===== src/rtl/muladd_dot_seq.sv =====
// muladd_dot_seq: accumulates signed 8x8 products through a MULADDA primitive into a 20-bit dot product
module muladd_dot_seq #(
  parameter int VEC_LEN = 8,
  parameter int MAC_LAT = 0
) (
  input  logic        CLK,
  input  logic        clr,
  input  logic        in_valid,
  output logic        in_ready,
  input  logic [7:0]  in_a,
  input  logic [7:0]  in_b,
  input  logic        in_last,
  output logic [7:0]  mac_A,
  output logic [7:0]  mac_B,
  output logic [19:0] mac_C,
  input  logic [19:0] mac_Q,
  output logic        out_valid,
  input  logic        out_ready,
  output logic [19:0] out_data,
  output logic        out_ovf
);
  localparam logic [1:0] ACC  = 2'd0;
  localparam logic [1:0] WAIT = 2'd1;
  localparam logic [1:0] DONE = 2'd2;
  logic [1:0]  state_q, state_d;
  logic [19:0] acc_q, acc_d;
  logic [9:0]  cnt_q, cnt_d;
  logic        ovf_q, ovf_d;
  logic [7:0]  a_q, a_d, b_q, b_d;
  logic        last_q, last_d;
  logic        step, end_c, p_neg, step_ovf;
  assign step     = (MAC_LAT == 0) ? (state_q == ACC && in_valid) : (state_q == WAIT);
  assign end_c    = ((MAC_LAT == 0) ? in_last : last_q) || cnt_q == 10'(VEC_LEN - 1);
  assign p_neg    = 1'((mac_Q - acc_q) >> 19);
  assign step_ovf = (acc_q[19] == p_neg) && (mac_Q[19] != acc_q[19]);
  assign in_ready  = state_q == ACC;
  assign out_valid = state_q == DONE;
  assign mac_A     = state_q == ACC ? in_a : state_q == WAIT ? a_q : 8'd0;
  assign mac_B     = state_q == ACC ? in_b : state_q == WAIT ? b_q : 8'd0;
  assign mac_C     = acc_q;
  assign out_data  = acc_q;
  assign out_ovf   = ovf_q;
  // next state: capture pair, fold Q into the accumulator, release result on handshake
  always_comb begin
    state_d = state_q;
    acc_d   = acc_q;
    cnt_d   = cnt_q;
    ovf_d   = ovf_q;
    a_d     = a_q;
    b_d     = b_q;
    last_d  = last_q;
    if (MAC_LAT != 0 && state_q == ACC && in_valid) begin
      a_d     = in_a;
      b_d     = in_b;
      last_d  = in_last;
      state_d = WAIT;
    end
    if (step) begin
      acc_d   = mac_Q;
      cnt_d   = cnt_q + 10'd1;
      ovf_d   = ovf_q | step_ovf;
      state_d = end_c ? DONE : ACC;
    end
    if (state_q == DONE && out_ready) begin
      acc_d   = '0;
      cnt_d   = '0;
      ovf_d   = 1'b0;
      state_d = ACC;
    end
  end
  // state registers; clr discards any partial vector or pending result
  always_ff @(posedge CLK) begin
    if (clr) begin
      state_q <= ACC;
      acc_q   <= '0;
      cnt_q   <= '0;
      ovf_q   <= 1'b0;
      a_q     <= '0;
      b_q     <= '0;
      last_q  <= 1'b0;
    end else begin
      state_q <= state_d;
      acc_q   <= acc_d;
      cnt_q   <= cnt_d;
      ovf_q   <= ovf_d;
      a_q     <= a_d;
      b_q     <= b_d;
      last_q  <= last_d;
    end
  end
endmodule


===== config.mk =====
export PLATFORM = sky130hd
export DESIGN_NAME = muladd_dot_seq
export DESIGN_NICKNAME = d
export VERILOG_FILES = /design/src/rtl/muladd_dot_seq.sv
export SDC_FILE = /design/constraint.sdc
export NUM_CORES = 1
export LEC_CHECK = 0
export ABC_CLOCK_PERIOD_IN_PS = 3000
export BUFFER_PORTS_ARGS = -buffer_cell sky130_fd_sc_hd__buf_2
export CAP_MARGIN = 15
export CORE_ASPECT_RATIO = 0.6
export CORE_MARGIN = 5
export CORE_UTILIZATION = 40
export CTS_BUF_LIST = sky130_fd_sc_hd__clkbuf_2
export DETAILED_ROUTE_END_ITERATION = 8
export GPL_TIMING_DRIVEN = 0
export PLACE_DENSITY = 0.72
export SYNTH_ARGS = -nofsm -noshare
export SYNTH_HDL_FRONTEND = slang
export SYNTH_SLANG_ARGS = --single-unit

===== constraint.sdc =====
create_clock -name CLK -period 3 [get_ports CLK]
set_input_delay 0.15 -clock CLK [delete_from_list [all_inputs] [get_ports CLK]]
set_output_delay 0.15 -clock CLK [all_outputs]
set_load 0.1 [all_outputs]

==> results.ini, run 1 <==
[power]
clkPwrFrac = 0.203
p_switching_w = 0.0006674
leakage_nw = 1.359
ir_drop_mv = 0.2450
comb_power_share = 0.461
p_sw_frac = 0.4811
internal_power_w = 0.0007198
seqPwrFrac = 0.336
power_density_nw_per_um2 = 512.8

[setup_path]
path_max_fanout = 10
worstSetupEndpointType = output pin
required_ns = 2.85
cp-start-kind = flip-flop
arrival_ns = 1.74
path_class = reg2out

[logic_synthesis]
ys_seq_elements = 32
ys_async_sr_fraction = 0
synth_seq_area_share = 0.3305
syn_inst = 249
synth_edf_count = 0
synth_fa_ha_area_frac = 0.1227
synth_compound_area_frac = 0.1291
synthFlopType = dfxtp_1
synthesis.nets = 309
synthMuxAreaShare = 0
synth_top_family_by_area = simple AND/OR/NAND/NOR gates
yosys.area_share.simple = 0.2382
syn_area_um2 = 1938
syn_avg_cell_area_um2 = 7.784
ys_warn_count = 0
synth_xor_area_frac = 0.04067
netlist-cell-type-count = 28

[global_route]
grt_pass1_wl_um = 8749
use_met3 = 0.05543
antenna_found_initial = 0
grt.met1_usage = 0.2172
grt_max_degree = 11
grt.busiest_layer = met2
overflow = 0
grt_pass1_vias = 1981
met2_usage = 0.2674
track_usage = 0.1677

[clock_network]
cts.clk_slew.worst_paths_ns = 0.14
cts.repair.resized = 0
htreeDepth = 2
root_buffer = clkbuf_2
cts.sinks = 32
clock_latency_ns = 0.37
ctsHoldBuffers = 13
cts_buffer_depth = 2
cts_setup_buffers = 0
cts_tree = done
cts_made_buffers = 5

[hold_path]
holdCritPathClass = in2reg

[place]
dp_hpwl_um = 4126
io_buffer_count = 99
post-place-ws_ns = 1.202
gp_congestion = 0.8345

[detailed_routing]
via_per_inst = 4.604
ant_nets = 0
wl_per_cell_um = 12.08
routed_wl_um = 5217
firstDrtPassIters = 4
drc = 0
drt_iter0_drc = 110
vias = 1989

[sta]
worst_pin_slew_ns = 0.5109
setup_tns_ns = 0
slew-limit-headroom = 0.6594
final_hold_viol_count = 0
maxSlewViolCount = 0
post-route-min-period_ns = 1.886
finalSetupViolations = 0
post-route-period-util = 0.6287
grt_setup_unrepaired = false
setup_ws_ns = 1.114
fin_skew_ns = 0.02948
fmax_ghz = 0.5302

[outcome]
run_status = finished, final reports clean

[flow_run]
maxCapViolations = 0

[final_layout]
area_growth_pct = 39.57
diodes = 0
layout-drive-gt1-share = 0.3713
finalNetCount = 428
fillers = 426

[floorplan]
die_area_um2 = 6383
core_area_um2 = 4636
die_w_um = 99.87
die_h_um = 63.92
fp-row-count = 19
io_pins = 100
start_util = 0.4181

==> sequential cells by signal (all words and copies together) (netlist names) <==
signal and count:
state_q 1, mac_C 20, out_ovf 1, cnt_q 10
==> synth_stat cells, drive strengths merged, types with 5 or more instances <==
cell type,n,share of area
a21o,5,0.019
a21oi,30,0.077
buf,25,0.090
clkbuf,5,0.0097
dfxtp,32,0.33
ha,19,0.12
inv,20,0.039
nand2,49,0.096
nand3,8,0.021
nand4,6,0.019
nor2,11,0.023
nor2b,17,0.055
xor2,7,0.032
==> worst paths after layout <==
path / slack [ns] / cells after the start / endpoint / from
max: 1.11 / 4 / mac_B[4] / state_q[1]
min: 0.04 / 3 / mac_C[6] / mac_Q[6]
max reg2reg: 1.21 / 7 / out_ovf / mac_C[10]
min reg2reg: 0.49 / 2 / mac_C[5] / mac_C[5]
==> layout make-up <==
cell class | count | area [µm²] | area share
repair buffers | 112 | 625.6 | 0.2313
flip-flops and latches | 32 | 640.6 | 0.2368
clock buffers | 5 | 25.02 | 0.009251
clock inverters | 3 | 37.54 | 0.01388
multi-input cells | 167 | 1028 | 0.3802
well taps | 63 | 78.83 | 0.02914
plain buffers | 30 | 193.9 | 0.07169
inverters | 20 | 75.07 | 0.02775
==> cells in the final DEF (no fill, tap or decap), drive strengths merged <==
master	n
xnor2	2
a211oi	2
a2111oi	1
ha	19
nand2b	1
dlygate4sd3	13
nor4	3
dfxtp	32
and3	1
nand3b	1
bufinv	1
inv	20
clkinv	2
nand4	6
o31ai	1
nor2	11
nand2	49
nand3	8
clkbuf	10
o21ai	2
nor2b	17
a21o	5
and4	1
a21oi	30
xor2	7
buf	124
==> power by group through the flow <==
stage | Clock, W | Sequential (W) | Combinational (W)
after floorplan | 0 | 0.000603 | 0.000389
after global placement | 0 | 0.000474 | 0.000622
after detailed placement | 0 | 0.000475 | 0.000628
after CTS | 0.000296 | 0.000466 | 0.000642
after global routing | 0.000309 | 0.000471 | 0.000675
final | 0.000282 | 0.000466 | 0.000639
==> layer usage <==
layer | routed length [µm] | part of all wire
met2 | 2259 | 0.43
met5 | 0 | 0
met3 | 553 | 0.11
met4 | 39 | 0.0075
met1 | 2366 | 0.45
==> cells by family after synthesis <==
kind of cell	Yosys count
flip-flops	32
XOR/XNOR	9
buffers and inverters	50
AND/OR/NAND/NOR	98
adder cells (fa/ha/maj)	19
AO/OA/AOI/OAI	41
==> worst max-delay path, stage by stage, from the launching register on <==
cell and delay, ns:
dfxtp_1 0.34, buf_2 0.19, clkbuf_1 0.22, nor2b_1 0.19, buf_2 0.45
==> through the flow <==
stage | hold slack, ns | instances | cell area [µm²] | util | power [W]
after CTS | 0.01095 | 432 | 2705 | 0.5835 | 0.001404
after global routing | 0.007155 | 432 | 2705 | 0.5835 | 0.001455
final | 0.03815 | 432 | 2705 | 0.5835 | 0.001387
after floorplan | 0.2860 | 249 | 1938 | - | 0.0009921
after detailed placement | 0.4118 | 411 | 2512 | 0.5420 | 0.001103
after global placement | 0.4002 | 411 | 2512 | 0.5420 | 0.001096
Note: power is estimated with default switching activity, not from simulation.
==> inputs of run 2 (changes only) <==
- ABC_CLOCK_PERIOD_IN_PS: 3000 -> 1750
- clock period: 3 -> 1.75 ns (I/O delays scaled with it)
==> run 2 against run 1 <==
  * Design area up 12%
  * Power is 67% higher
  * Via count increased by 1.4%
  * Global-route usage is 0.74 points higher
  * First-iteration DRC count shrank 47%
  * Flip-flop and latch count stayed put
  * Die area unchanged
  * Combinational power grew 85%
  * Setup slack lost 1.1 ns
  * Routed wire length rose by 8.5%
  * Critical path depth grew 4
  * Critical path type is now in2reg
  * Largest power group unchanged
==> results.ini, run 2 (synthesis gave the netlist of run 1 again) <==
[outcome]
run_status = finished, final reports clean

[power]
internal_power_w = 0.001136  ; +58%
p_sw_frac = 0.5097  ; +0.02862
p_total_w = 0.002317  ; +67%
ir_drop_mv = 0.3751  ; +53%
power_density_nw_per_um2 = 762.1  ; +49%
clkPwrFrac = 0.151  ; -0.052
comb_power_share = 0.508  ; +0.047
seqPwrFrac = 0.341  ; +0.005
p_switching_w = 0.001181  ; +77%
leakage_nw = 1.476  ; +8.6%

[clock_network]
cts.sinks = 32  ; unchanged
cts.clk_slew.worst_paths_ns = 0.18  ; +0.04 ns
clock_latency_ns = 0.38  ; about the same
root_buffer = clkbuf_2
htreeDepth = 2  ; unchanged
cts_made_buffers = 5  ; unchanged
cts_tree = done
cts_buffer_depth = 2  ; unchanged

[final_layout]
finalNetCount = 442  ; +3.3%
fillers = 394  ; -7.5%
layout_common_cells = buf_2, nand2_1, buf_4, a21oi_1, dlygate4sd3_1
final_common_cell = buf_2
layout-drive-gt1-share = 0.5065  ; +0.1353
area_growth_pct = 56.88
diodes = 0  ; unchanged
largest_reg_flops = 20  ; unchanged

[place]
dp_hpwl_um = 4139  ; +0.31%
io_buffer_count = 99  ; unchanged
gp_congestion = 0.7944  ; -4.8%

[floorplan]
die_w_um = 99.87  ; unchanged
fp-row-count = 19  ; unchanged
start_util = 0.4181  ; unchanged
die_area_um2 = 6383  ; unchanged
core_area_um2 = 4636  ; unchanged
io_pins = 100  ; unchanged
die_h_um = 63.92  ; unchanged

[global_route]
antenna_found_initial = 0  ; unchanged
overflow = 0  ; unchanged
met2_usage = 0.2799  ; +0.01246
grt.met1_usage = 0.2339  ; +0.01671
grt_pass1_wl_um = 9032  ; +3.2%
use_met3 = 0.04457  ; -0.01087
grt_pass1_vias = 1937  ; -2.2%
grt.busiest_layer = met2
track_usage = 0.1751  ; +0.007411
grt_max_degree = 11  ; unchanged

[sta]
slew-limit-headroom = 0.6554  ; -0.004026
final_hold_viol_count = 0  ; unchanged
fin_skew_ns = 0.01847  ; -0.01101 ns
whs_ns = 0.01213  ; -0.02603 ns
fmax_ghz = 0.5915
post-route-min-period_ns = 1.691
finalSetupViolations = 0  ; unchanged
maxSlewViolCount = 0  ; unchanged
worst_pin_slew_ns = 0.5170  ; +0.006039 ns
post-route-period-util = 0.9661
grt_setup_unrepaired = true

[setup_path]
arrival_ns = 2.03  ; +0.29 ns
path_max_fanout = 3  ; -7
cp-start-kind = input port
slowest_stage = dlygate4sd3_1
max_stage_delay_ns = 0.56  ; +0.11 ns
ff2ff_setup_slack_ns = 0.07  ; -1.14 ns
path_class = in2reg
required_ns = 2.09  ; -0.76 ns
crit_path_cell_trace = dlygate4sd3_1 -> buf_2 -> ha_4 -> nand4_1 -> a211oi_2 -> o31ai_4 -> a2111oi_2 -> nand3b_1
worstSetupEndpointType = flip-flop

[detailed_routing]
drc = 0  ; unchanged
routed_wl_um = 5660  ; +8.5%
via_per_inst = 4.520  ; -1.8%
ant_nets = 0  ; unchanged
drt_iter0_drc = 58  ; -47%
firstDrtPassIters = 4  ; unchanged
vias = 2016  ; +1.4%
wl_per_cell_um = 12.69  ; +5.1%

[hold_path]
holdCritPathClass = in2reg

[flow_run]
maxCapViolations = 0  ; unchanged

run 2: changes by cell type in the layout (fill, tap and decap cells not counted), sizes merged:
cell	previous run	this run
dlygate4sd3	13	23
clkinv	2	3
bufinv	1	0
buf	124	129
clkbuf	10	9
run 2: final cells by class:
| cell class | instances | area, µm² | share of cell area |
|---|---|---|---|
| clock buffers | 5 | 25.02 | 0.008230 |
| inverters | 20 | 75.07 | 0.02469 |
| clock inverters | 3 | 13.76 | 0.004527 |
| repair buffers | 126 | 784.5 | 0.2580 |
| well taps | 63 | 78.83 | 0.02593 |
| plain buffers | 30 | 201.4 | 0.06625 |
| multi-input cells | 167 | 1149 | 0.3778 |
| flip-flops and latches | 32 | 713.2 | 0.2346 |
run 2: worst paths after layout:
| check | cells past startpoint | end | from |
|---|---|---|---|
| max | 8 | out_ovf | mac_Q[10] |
| min | 3 | state_q[1] | in_last |
| max reg2reg | 7 | out_ovf | mac_C[9] |
| min reg2reg | 2 | mac_C[0] | mac_C[0] |
run 2: per-layer routing:
| layer | routed length [µm] | vias up |
|---|---|---|
| li1 | - | 1068 |
| met1 | 2570 | 888 |
| met2 | 2645 | 54 |
| met3 | 376 | 6 |
| met4 | 68 | 0 |
| met5 | 0 | - |
run 2: power by group through the flow:
stage | clock network (W) | logic (W) | registers, W
2_1_floorplan | 0 | 0.000688 | 0.00103
3_3_place_gp | 0 | 0.00109 | 0.000806
3_5_place_dp | 0 | 0.00110 | 0.000807
4_1_cts | 0.000358 | 0.00115 | 0.000791
5_1_grt | 0.000392 | 0.00124 | 0.000799
6_report | 0.000350 | 0.00118 | 0.000790
run 2: critical path, delay by kind of cell:
kind,cells,cell delay (ns)
buffers and inverters,2,0.72
AOI/OAI and AO/OA,3,0.68
adders and majority gates,1,0.27
and+or+nand+nor,2,0.29
run 2: repair_timing:
action,in CTS,in global routing
endpoints found under the setup margin,10,11
endpoints found under the hold margin,22,0
pin swaps,0,3
buffers inserted,0,4
hold buffers,23,0
gates resized for setup,11,10
run 2: through the flow:
stage | cells | TNS [ns] | utilization | setup slack [ns] | area, µm²
2_1_floorplan | 249 | -1.015 | - | -0.1212 | 2092
3_5_place_dp | 411 | 0 | 0.5752 | 0.05952 | 2666
4_1_cts | 442 | 0 | 0.6391 | 0.01099 | 2963
5_1_grt | 446 | -0.05571 | 0.6559 | -0.05571 | 3040
6_report | 446 | 0 | 0.6559 | 0.05931 | 3040
3_3_place_gp | 411 | 0 | 0.5752 | 0.05175 | 2666
==> inputs of run 3 (changes only) <==
- ABC_CLOCK_PERIOD_IN_PS: 1750 -> 1500
- PLACE_DENSITY: 0.72 -> 0.75
- clock period: 1.75 -> 1.5 ns (I/O delays scaled with it)
==> run 3 against run 2 <==
  * The run now ends with setup timing left
  * Hold slack better by 0.070 ns
  * Routed wire length rose by 8.4%
  * Global-route usage rose by 1.8 points
  * Clock skew is 0.012 ns higher
  * Core utilization increased by 7.5 points
  * Critical path type is now reg2reg
  * Cell count grew 1.3%
  * First-iteration DRC count rose by 3.4%
  * Critical path depth decreased by 1
  * Non-clock buffer count increased by 6
  * Clock power rose by 74%
==> results.ini, run 3 (synthesis gave the netlist of run 1 again) <==
[power]
leakage_nw = 1.640  ; +11%
seqPwrFrac = 0.301  ; -0.040
clkPwrFrac = 0.199  ; +0.048
power_density_nw_per_um2 = 903.5  ; +19%
ir_drop_mv = 0.5089  ; +36%
p_sw_frac = 0.4722  ; -0.03756
comb_power_share = 0.500  ; -0.008
p_switching_w = 0.001446  ; +22%
p_total_w = 0.003063  ; +32%
internal_power_w = 0.001616  ; +42%

[detailed_routing]
vias = 2118  ; +5.1%
drc = 0  ; unchanged
ant_nets = 0  ; unchanged
firstDrtPassIters = 4  ; unchanged
via_per_inst = 4.686  ; +3.7%
drt_iter0_drc = 60  ; +3.4%
wl_per_cell_um = 13.57  ; +6.9%
routed_wl_um = 6134  ; +8.4%

[flow_run]
maxCapViolations = 0  ; unchanged

[setup_path]
critPathBufInv = 1  ; -1
required_ns = 1.85  ; -0.24 ns
ff2ff_setup_slack_ns = -0.14  ; -0.21 ns
critical-path-top-delay-family = compound AO/OA/AOI/OAI gates
cp-start-kind = flip-flop
slowest_stage = dfxtp_4
crit_path_cell_trace = inv_1 -> ha_1 -> nand4_1 -> a211oi_2 -> o31ai_2 -> a2111oi_2 -> nand3b_1
ff2ff_path_depth = 7  ; unchanged
worstSetupEndpointType = flip-flop
r2r-start = mac_C[9]
arrival_ns = 1.99  ; -0.04 ns
path_max_fanout = 2  ; -1
path_class = reg2reg
max_stage_delay_ns = 0.39  ; -0.17 ns
r2r_end = out_ovf

[floorplan]
fp-row-count = 19  ; unchanged
die_area_um2 = 6383  ; unchanged
die_w_um = 99.87  ; unchanged
io_pins = 100  ; unchanged
start_util = 0.4181  ; unchanged
die_h_um = 63.92  ; unchanged
core_area_um2 = 4636  ; unchanged

[sta]
fmax_ghz = 0.6094
fin_skew_ns = 0.03003  ; +0.01156 ns
maxSlewViolCount = 0  ; unchanged
post-route-period-util = 1.094
setup_tns_ns = -0.1410  ; -0.1410 ns
whs_ns = 0.08209  ; +0.06996 ns
post-route-min-period_ns = 1.641
worst_pin_slew_ns = 0.4988  ; -0.01813 ns
slew-limit-headroom = 0.6697  ; +0.01437
setup_ws_ns = -0.1410  ; -0.2003 ns
final_hold_viol_count = 0  ; unchanged
finalSetupViolations = 1  ; +1
grt_setup_unrepaired = true

[final_layout]
area_growth_pct = 74.89
largest_reg_flops = 20  ; unchanged
layout-drive-gt1-share = 0.5244  ; +0.01789
final_common_cell = buf_2
fin_util = 0.7312  ; +0.07530
fillers = 344  ; -13%
finalNetCount = 448  ; +1.4%
diodes = 0  ; unchanged
fin_area_um2 = 3390  ; +11%
layout_common_cells = buf_2, nand2_1, buf_4, a21oi_1, dlygate4sd3_1

[clock_network]
cts_made_buffers = 5  ; unchanged
htreeDepth = 2  ; unchanged
root_buffer = clkbuf_2
cts_buffer_depth = 2  ; unchanged
cts.clk_slew.worst_paths_ns = 0.21  ; +0.03 ns
clock_latency_ns = 0.38  ; about the same
cts_tree = done
cts.sinks = 32  ; unchanged

[global_route]
grt_pass1_wl_um = 10060  ; +11%
grt_max_degree = 12  ; +1
track_usage = 0.1934  ; +0.01829
antenna_found_initial = 0  ; unchanged
grt_pass1_vias = 2121  ; +9.5%
overflow = 0  ; unchanged

[place]
gp_congestion = 0.7518  ; -5.4%
dp_hpwl_um = 4252  ; +2.7%
io_buffer_count = 99  ; unchanged
place_area_um2 = 2758  ; +3.4%

[outcome]
violations = setup timing
run_status = finished with violations

[hold_path]
min-delay-start = out_ready
min_to = mac_C[19]
hold_depth = 3  ; unchanged
holdCritPathClass = in2reg

[run 3: worst max path at each step]
stage               to  startpoint  depth (start not counted)  slack, ns
2_1_floorplan  out_ovf    mac_C[4]                          8      -0.29
3_3_place_gp   out_ovf    mac_C[4]                          8      -0.19
3_5_place_dp   out_ovf    mac_C[4]                          8      -0.22
4_1_cts        out_ovf   mac_C[10]                          7      -0.15
5_1_grt        out_ovf    mac_C[4]                          8      -0.27
6_report       out_ovf    mac_C[9]                          7      -0.14
[run 3: layout make-up]
class	count	area, µm²	area share
clock inverters	3	42.54	0.01255
inverters	20	82.58	0.02436
well taps	63	78.83	0.02326
repair buffers	132	1001	0.2953
plain buffers	30	236.5	0.06977
multi-input cells	167	1210	0.3570
clock buffers	5	25.02	0.007383
flip-flops and latches	32	713.2	0.2104
[run 3: what timing repair did]
item                                   CTS  global route
hold buffers                            24             0
setup buffers                            6             2
setup endpoints to repair               17            39
cloned                                   1             0
endpoints found under the hold margin   22             0
gates resized for setup                 48            21
pin swaps                                7             2
[run 3: worst min-delay path, delay by kind of cell]
| family | cells | cell delay (ns) |
|---|---|---|
| buffers and inverters | 1 | 0.09 |
| AO/OA/AOI/OAI | 2 | 0.28 |
[run 3: stage by stage]
stage,cells,worst slack [ns]
floorplan,249,-0.2852
global placement,411,-0.1872
detailed placement,411,-0.2177
CTS,450,-0.1533
global route,452,-0.2717
finish,452,-0.1410
[run 3: power by group through the flow]
stage	clock, W	combinational (W)	sequential (W)
floorplan	0	0.000840	0.00120
global placement	0	0.00131	0.000941
detailed placement	0	0.00132	0.000944
CTS	0.000626	0.00149	0.000921
global route	0.000656	0.00161	0.000930
finish	0.000610	0.00153	0.000922
[run 3: routing by layer]
metal,part of all wire,vias to the layer above,routed length (µm),track usage
met1,0.44,974,2701,0.2567
met4,0.0020,0,12,0.02215
met5,0,-,0,0
met3,0.060,2,371,0.04022
li1,-,1086,-,-
met2,0.50,56,3048,0.3347
